`src/rtl/regfile_pkg.sv`:
```
// regfile_pkg: shared definitions for the multi-read-port register file.
//   DEF_DATA_W / DEF_ADDR_W : default register width and address width
//   regfile_state_t         : clear-sweep controller state (CLEAR, RUN)
package regfile_pkg;

    localparam int unsigned DEF_DATA_W = 32;
    localparam int unsigned DEF_ADDR_W = 5;

    typedef enum logic {
        CLEAR = 1'b0,
        RUN   = 1'b1
    } regfile_state_t;

endpackage

```
`src/rtl/regfile_clear_ctl.sv`:
```
// regfile_clear_ctl: post-reset clear sweep controller for regfile_mp.
// Walks every entry index once after reset, requesting a zero write per cycle,
// then parks in RUN and reports ready.
// Ports:
//   i_clock     rising-edge clock
//   i_reset     synchronous active-high reset; restarts the sweep
//   o_ready     high in RUN (forced low while i_reset is high)
//   o_clr_we    request to write zero to entry o_clr_idx this cycle
//   o_clr_idx   current sweep index
module regfile_clear_ctl
    import regfile_pkg::*;
#(
    parameter int unsigned ADDR_W = DEF_ADDR_W
) (
    input  logic              i_clock,
    input  logic              i_reset,
    output logic              o_ready,
    output logic              o_clr_we,
    output logic [ADDR_W-1:0] o_clr_idx
);

    regfile_state_t    r_state;
    regfile_state_t    w_state_next;
    logic [ADDR_W-1:0] r_clr_idx;
    logic [ADDR_W-1:0] w_clr_idx_next;

    always_ff @(posedge i_clock) begin
        if (i_reset) begin
            r_state   <= CLEAR;
            r_clr_idx <= '0;
        end else begin
            r_state   <= w_state_next;
            r_clr_idx <= w_clr_idx_next;
        end
    end

    always_comb begin
        w_state_next   = r_state;
        w_clr_idx_next = r_clr_idx;
        unique case (r_state)
            CLEAR: begin
                // Index wraps to 0 naturally after the last entry.
                w_clr_idx_next = r_clr_idx + ADDR_W'(1);
                if (&r_clr_idx) begin
                    w_state_next = RUN;
                end
            end
            RUN: begin
                w_state_next = RUN;
            end
            default: begin
                w_state_next = CLEAR;
            end
        endcase
    end

    // Gate with reset so the reset cycle itself neither writes nor reports ready.
    assign o_clr_we  = (r_state == CLEAR) && !i_reset;
    assign o_ready   = (r_state == RUN) && !i_reset;
    assign o_clr_idx = r_clr_idx;

endmodule

```
`src/rtl/regfile_mp.sv`:
```
// regfile_mp: parametrised register file with NREAD combinational read ports,
// one write port, hardwired-zero entry 0 and a sequential clear after reset.
// Optional feature macro: REGFILE_BYPASS_EN (write-to-read forwarding).
// Ports:
//   clock    rising-edge clock
//   reset    synchronous active-high reset; starts the clear sweep
//   rd_addr  packed read addresses, port k at [k*ADDR_W +: ADDR_W]
//   rd_data  packed read data, port k at [k*DATA_W +: DATA_W]
//   wr_en    write enable (honoured only when ready)
//   wr_addr  write address (address 0 is dropped)
//   wr_data  write data
//   ready    high once the clear sweep has finished
module regfile_mp
    import regfile_pkg::*;
#(
    parameter int unsigned DATA_W = DEF_DATA_W,
    parameter int unsigned ADDR_W = DEF_ADDR_W,
    parameter int unsigned NREAD  = 2
) (
    input  logic                    clock,
    input  logic                    reset,
    input  logic [NREAD*ADDR_W-1:0] rd_addr,
    output logic [NREAD*DATA_W-1:0] rd_data,
    input  logic                    wr_en,
    input  logic [ADDR_W-1:0]       wr_addr,
    input  logic [DATA_W-1:0]       wr_data,
    output logic                    ready
);

    localparam int unsigned DEPTH = 2 ** ADDR_W;

    logic [DATA_W-1:0] r_mem [DEPTH];

    logic              w_ready;
    logic              w_clr_we;
    logic [ADDR_W-1:0] w_clr_idx;
    logic              w_user_we;

    regfile_clear_ctl #(
        .ADDR_W (ADDR_W)
    ) u_clear_ctl (
        .i_clock   (clock),
        .i_reset   (reset),
        .o_ready   (w_ready),
        .o_clr_we  (w_clr_we),
        .o_clr_idx (w_clr_idx)
    );

    assign ready     = w_ready;
    assign w_user_we = w_ready && wr_en && (wr_addr != '0);

    // Clear sweep and user writes are mutually exclusive (CLEAR vs RUN).
    always_ff @(posedge clock) begin
        if (w_clr_we) begin
            r_mem[w_clr_idx] <= '0;
        end else if (w_user_we) begin
            r_mem[wr_addr] <= wr_data;
        end
    end

    for (genvar k = 0; k < NREAD; k++) begin : g_rd
        logic [ADDR_W-1:0] w_addr;
        logic [DATA_W-1:0] w_data;

        assign w_addr = rd_addr[k*ADDR_W +: ADDR_W];

        always_comb begin
            w_data = '0;
            if (w_ready && (w_addr != '0)) begin
                w_data = r_mem[w_addr];
`ifdef REGFILE_BYPASS_EN
                if (w_user_we && (wr_addr == w_addr)) begin
                    w_data = wr_data;
                end
`endif
            end
        end

        assign rd_data[k*DATA_W +: DATA_W] = w_data;
    end

endmodule

```
`config.mk`:
```
export PLATFORM = sky130hd
export DESIGN_NAME = regfile_mp
export DESIGN_NICKNAME = d
export VERILOG_FILES = /design/src/rtl/regfile_pkg.sv /design/src/rtl/regfile_clear_ctl.sv /design/src/rtl/regfile_mp.sv
export SDC_FILE = /design/constraint.sdc
export NUM_CORES = 1
export LEC_CHECK = 0
export CAP_MARGIN = 20
export CORE_AREA = 2 2 349 351
export DETAILED_ROUTE_END_ITERATION = 8
export DIE_AREA = 0 0 351 353
export PLACE_DENSITY_LB_ADDON = 0.1
export SYNTH_ARGS = -nofsm -noshare
export SYNTH_HDL_FRONTEND = slang
export SYNTH_HIERARCHICAL = 1
export SYNTH_SLANG_ARGS = --single-unit
```
`constraint.sdc`:
```
create_clock -name clock -period 7.5 [get_ports clock]
set_input_delay 1.125 -clock clock [delete_from_list [all_inputs] [get_ports clock]]
set_output_delay 1.125 -clock clock [all_outputs]
set_load 0.03 [all_outputs]
```
# Word-level counts from Yosys, hierarchy flattened

Memory sizes are Yosys's and may differ from the RTL's.
Index checks and enable logic that the tools add are counted.

RAM bits: 1024
Word-level logic and storage cells: 29
Memories: 1
Register bits after elaboration: 6
Output and inout port bits: 65

Memories:

| memory | words | width | read ports | clocked after Yosys merged registers in | write ports | RTL line         | text |
|---|---|---|---|---|---|---|---|
| r_mem  | 32    | 32    | 2          | 0                                       | 1           | regfile_mp.sv:32 | `logic [DATA_W-1:0] r_mem [DEPTH];` |

Reduce and logical (&&, ||, !) cells: 12
Add/subtract/negate cells: 1
Multiplexer cells: 12
Bitwise logic cells: 1

Operator list:

| kind                  | number |
|---|---|
| $mux W32              | 3 |
| $reduce_or A32 Y1     | 1 |
| $reduce_bool A5 Y1    | 3 |
| $mux W1               | 7 |
| $logic_and A1 B1 Y1   | 6 |
| $add A5 B1 Y5 const B | 1 |
| $mux W5               | 1 |
| $reduce_and A5 Y1     | 1 |
| $pmux W1 S2           | 1 |
| $logic_not A1 Y1      | 1 |
| $not A1 Y1            | 1 |

# Logic depth before layout (Yosys ltp)

Word-level depth: 9
Depth in mapped cells: 9
Depth with buffers taken out: 5

# By module

The synthesis kept the hierarchy.

By module, submodules not included:

| module            | seq. area each (um2) | area each (um2) | times used | cells an instance |
|---|---|---|---|---|
| regfile_mp        | 30749.5              | 47387.9         | 1          | 2332 |
| regfile_clear_ctl | 120.1                | 281.5           | 1          | 27 |

# Least setup slack after synthesis

Ideal clock, no wire load.

Path kind: input port to flip-flop
Start: in reset
End: mem r_mem[17][0] (netlist bit), enable pin
Stages on the path: 6
Slack: 1.888 ns
Path buffers: 1
Required time: 7.039 ns
Arrival time: 5.151 ns
Library setup time: 0.461 ns
Cell sequence: clkbuf_1 > nor2b_1 > nand3b_1 > a21oi_1 > o21ai_1 > nor3_1

Cells in the longest elaborated chain, start to end: 9
Elaborated cells on any way between the ends: 13
Those cells by class: mux (7); reduce/logical (6)

RTL lines:

| element                                      | RTL line                | text |
|---|---|---|
| start: declaration                           | regfile_mp.sv:21        | `input logic reset,` |
| $logic_not A1 Y1 (*)                         | regfile_clear_ctl.sv:59 | `assign o_ready = (r_state == RUN) && !i_reset;` |
| $logic_and A1 B1 Y1 (*)                      | regfile_clear_ctl.sv:59 |  |
| via ready                                    | regfile_mp.sv:27        | `output logic ready` |
| $logic_and A1 B1 Y1 (*) (2 in a row)         | regfile_mp.sv:50        | `assign w_user_we = w_ready && wr_en && (wr_addr != '0);` |
| $mux W1 (*)                                  | regfile_mp.sv:56        | `end else if (w_user_we) begin` |
| $mux W1 (*)                                  | regfile_mp.sv:54        | `if (w_clr_we) begin` |
| $mux W1 (not written as such) (*)            | regfile_mp.sv:57        | `r_mem[wr_addr] <= wr_data;` |
| $reduce_or A32 Y1 (no line)                  | -                       |  |
| $mux W5 (no line) or $mux W1 (tied branches) | -                       |  |
| end: declaration                             | regfile_mp.sv:32        |  |

The timed path passes the listed nets; every way through them passes the cells marked *.

# Worst setup path in the final report

Start: in rd_addr[3]
End: out rd_data[16]

Cells in the longest elaborated chain, start to end: 3
Elaborated cells on any way between the ends: 4
Those cells by class: mux (1); reduce/logical (2); memory (1)

RTL lines:

| element                                                                 | RTL line         | text |
|---|---|---|
| start: declaration                                                      | regfile_mp.sv:22 | `input logic [NREAD*ADDR_W-1:0] rd_addr,` |
| parallel branches: the longest is 2 deep, another holds $mem_v2 Z32 W32 | -                |  |
| $mux W32 (*)                                                            | regfile_mp.sv:69 | `if (w_ready && (w_addr != '0)) begin` |
| end: declaration                                                        | regfile_mp.sv:23 | `output logic [NREAD*DATA_W-1:0] rd_data,` |

Mark *: on every way between the ends.

==> flow_metrics.tcl <==
set metrics [dict create \
    clk_transition_reported_paths_ns 0.06 \
    place.gp.congestion 0.830 \
    numCtsBuffers 112 \
    htree_levels 3 \
    cp_cell_sequence "clkdlybuf4s50_1 -> nor2b_4 -> buf_4 -> a22oi_1 -> a211oi_1 -> clkdlybuf4s50_1" \
    p_per_area_nw_per_um2 230 \
    yosysWarnings 6 \
    cp-start-kind "input pin" \
    synth_sequential_area_ratio_pct 64.8 \
    setup_violations 0 \
    cts_hold_buf 0 \
    required_ns 6.38 \
    status "complete, no violations" \
    start_util_pct 39.5 \
    avgSynthCellArea_um2 20.2 \
    synth_ff_type "edfxtp_1" \
    worst-path-max-fanout 17 \
    synthTopCellsByArea "edfxtp_1 (65%), mux4_2 (21%), mux2i_1 (5.3%)" \
    cts.sinks 1030 \
    grt_max_degree 101 \
    dieArea_um2 124000 \
    slew_viol_final 0 \
    vdd_ir_drop_max_mv 0.173 \
    finalHoldViolCount 0 \
    multi_input_area_um2 16000 \
    crit_buf_inv 3 \
    grt_pass1_wl_um 219000 \
    slowest_delay_ns 0.91 \
    crit_top_cell "clkdlybuf4s50_1" \
    core_area_um2 121000 \
    hold_path.class "register to register" \
    slew_headroom_pct 22.0 \
    die_width_um 351 \
    synth_top_cell_by_area "edfxtp_1" \
    period_needed_ns 6.19 \
    synth-edff-count 1024 \
    regArea_um2 30900 \
    grt_pass1_vias 27830 \
    overflow 0 \
    rsz0062_at_grt "false" \
    ys_top_cells_by_count "edfxtp_1 (1024), mux4_2 (450), mux2i_1 (254), clkbuf_1 (91), o221ai_1 (62)" \
    n_antenna_cell 0 \
    drive_above_1_share_pct 30.7 \
    syn_inst 2359 \
    drt.antenna.violating_nets 0 \
    holdWs_ns 0.632 \
    cap_violations 0 \
    fillers 10143 \
    rows 128 \
    firstDrtPassIters 5 \
    tightest_slew_ns 1.17 \
    io_buffers 114 \
    synth.most_common_cell "edfxtp_1" \
    cp_top_family "buffers and inverters" \
    finalCritPeriodShare_pct 82.5 \
    arrival_ns 5.07 \
    clk_path_buf_depth 3 \
    clock_latency_ns 0.71 \
    fin_nets 2583 \
    areaGrowthSynthToFinish_pct 16.2 \
    setup_tns_ns 0 \
    async_flop_share_pct 0 \
    vias 27259 \
    drtIter0Drc 3100 \
    antenna_found_initial 2 \
    tritoncts "yes" \
    dieHeight_um 353 \
    crit_path_top_delay_cell "nor2b_4" \
    grt_usage_pct 25.2 \
    endpoint_kind "output port" \
    fmax_mhz 162 \
    viasPerCell 6.42 \
    drc_errors 0 \
    cts_setup_buffers 0 \
    wirelength_um 157000 \
    path_class "input pin to output port" \
    clock-root-buffer "clkbuf_16" \
    syn_nets 2411 \
    synthDominantCellAreaShare_pct 64.5 \
    syn_area_um2 47700 \
    io-pin-count 115 \
    dp_hpwl_um 93300 \
    ys_types 54 \
    p_leak_nw 15.9 \
    cts_resized 0 \
    drt-wirelength-per-cell_um 36.9 \
    final.setup_skew_ns 0.0157 \
    synth_seq_cells 1030 \
]
-- cell type report --
| type | instances | share of cell area [%] |
|---|---|---|
| clock buffers | 132 | 5.24 |
| clock inverters | 75 | 1.58 |
| inverters | 3 | 0.0203 |
| multi-input cells | 1132 | 28.9 |
| flip-flops and latches | 1030 | 55.8 |
| well taps | 1625 | 3.67 |
| repair buffers | 252 | 4.80 |
-- metal layers --
layer / vias to the layer above / track usage, % / wire length [um]
met5: - / 0 / 0
met4: 0 / 6.30 / 3890
met3: 234 / 4.75 / 11800
met2: 1278 / 39.2 / 73500
met1: 15011 / 36.8 / 67700
li1: 10736 / - / -
-- cells in the final DEF (no fill, tap or decap), types with 3 or more instances in the layout --
master	synthesis	routed
o21ai_0	3	3
nand2_1	6	6
a21oi_1	32	31
clkbuf_16	0	116
and2_1	33	32
nor3b_1	3	3
o221ai_1	62	62
nor2_4	0	17
inv_6	0	4
a22oi_1	30	30
a31oi_1	4	4
nor2b_1	6	4
clkbuf_1	91	19
and3_1	5	5
a2111oi_0	27	27
mux4_2	450	450
clkinv_2	0	19
nor3_1	20	4
clkinv_1	0	22
buf_4	17	107
a211oi_1	30	30
clkinvlp_4	0	7
mux2i_1	254	254
buf_8	4	7
inv_1	3	3
o22ai_1	33	33
o22a_1	32	32
buf_16	0	12
buf_12	0	12
dfxtp_1	6	6
clkdlybuf4s50_1	0	107
edfxtp_1	1024	1024
bufinv_16	0	18
nor2_1	29	12
nand3b_1	6	6
nor3_2	0	14
a22o_1	32	32
-- stage by stage --
stage	util, %	cells	setup slack (ns)	total power, W	instance area, um^2
5_1_grt	45.9	4249	1.31	0.0131	55400
3_5_place_dp	42.4	4022	1.35	0.00714	51100
6_report	45.9	4249	1.31	0.0127	55400
2_1_floorplan	-	2359	1.89	0.00689	47700
4_1_cts	45.5	4229	1.36	0.0128	54900
3_3_place_gp	42.4	4019	1.35	0.00713	51100
-- sequential cells by signal, summed over array words and instances, names as in the netlist --
register / cells
r_mem: 1024
u_clear_ctl/o_clr_idx: 5
u_clear_ctl/r_state: 1
-- cells by family after synthesis --
| logic type | after synthesis | share of synthesized area, % |
|---|---|---|
| flops | 1030 | 64.8 |
| xor+xnor | 3 | 0.0551 |
| compound gates | 299 | 4.86 |
| fa+ha+maj | 2 | 0.0525 |
| mux | 704 | 26.6 |
| simple gates | 124 | 1.49 |
| buf+inv | 197 | 2.19 |
-- report_power, final --
group          internal [W]  switching [W]
combinational      0.000298       0.000414
sequential          0.00628      0.0000205
clock               0.00338        0.00234
-- tightest hold or removal path, cell delays in order (launching register included) --
cell,delay [ns]
dfxtp_1,0.38
xor2_1,0.16
nor2_1,0.05
-- path summary, 6_finish.rpt --
kind | start | end | slack (ns) | cells after the start
hold / removal | u_clear_ctl/o_clr_idx[0] | u_clear_ctl/o_clr_idx[0] | 0.63 | 2
hold reg to reg | u_clear_ctl/o_clr_idx[0] | u_clear_ctl/o_clr_idx[0] | 0.63 | 2
setup / recovery | rd_addr[3] | rd_data[16] | 1.31 | 6
setup reg to reg | u_clear_ctl/r_state | r_mem[16][2] | 3.46 | 9
Note: power is estimated with default switching activity, not from simulation.
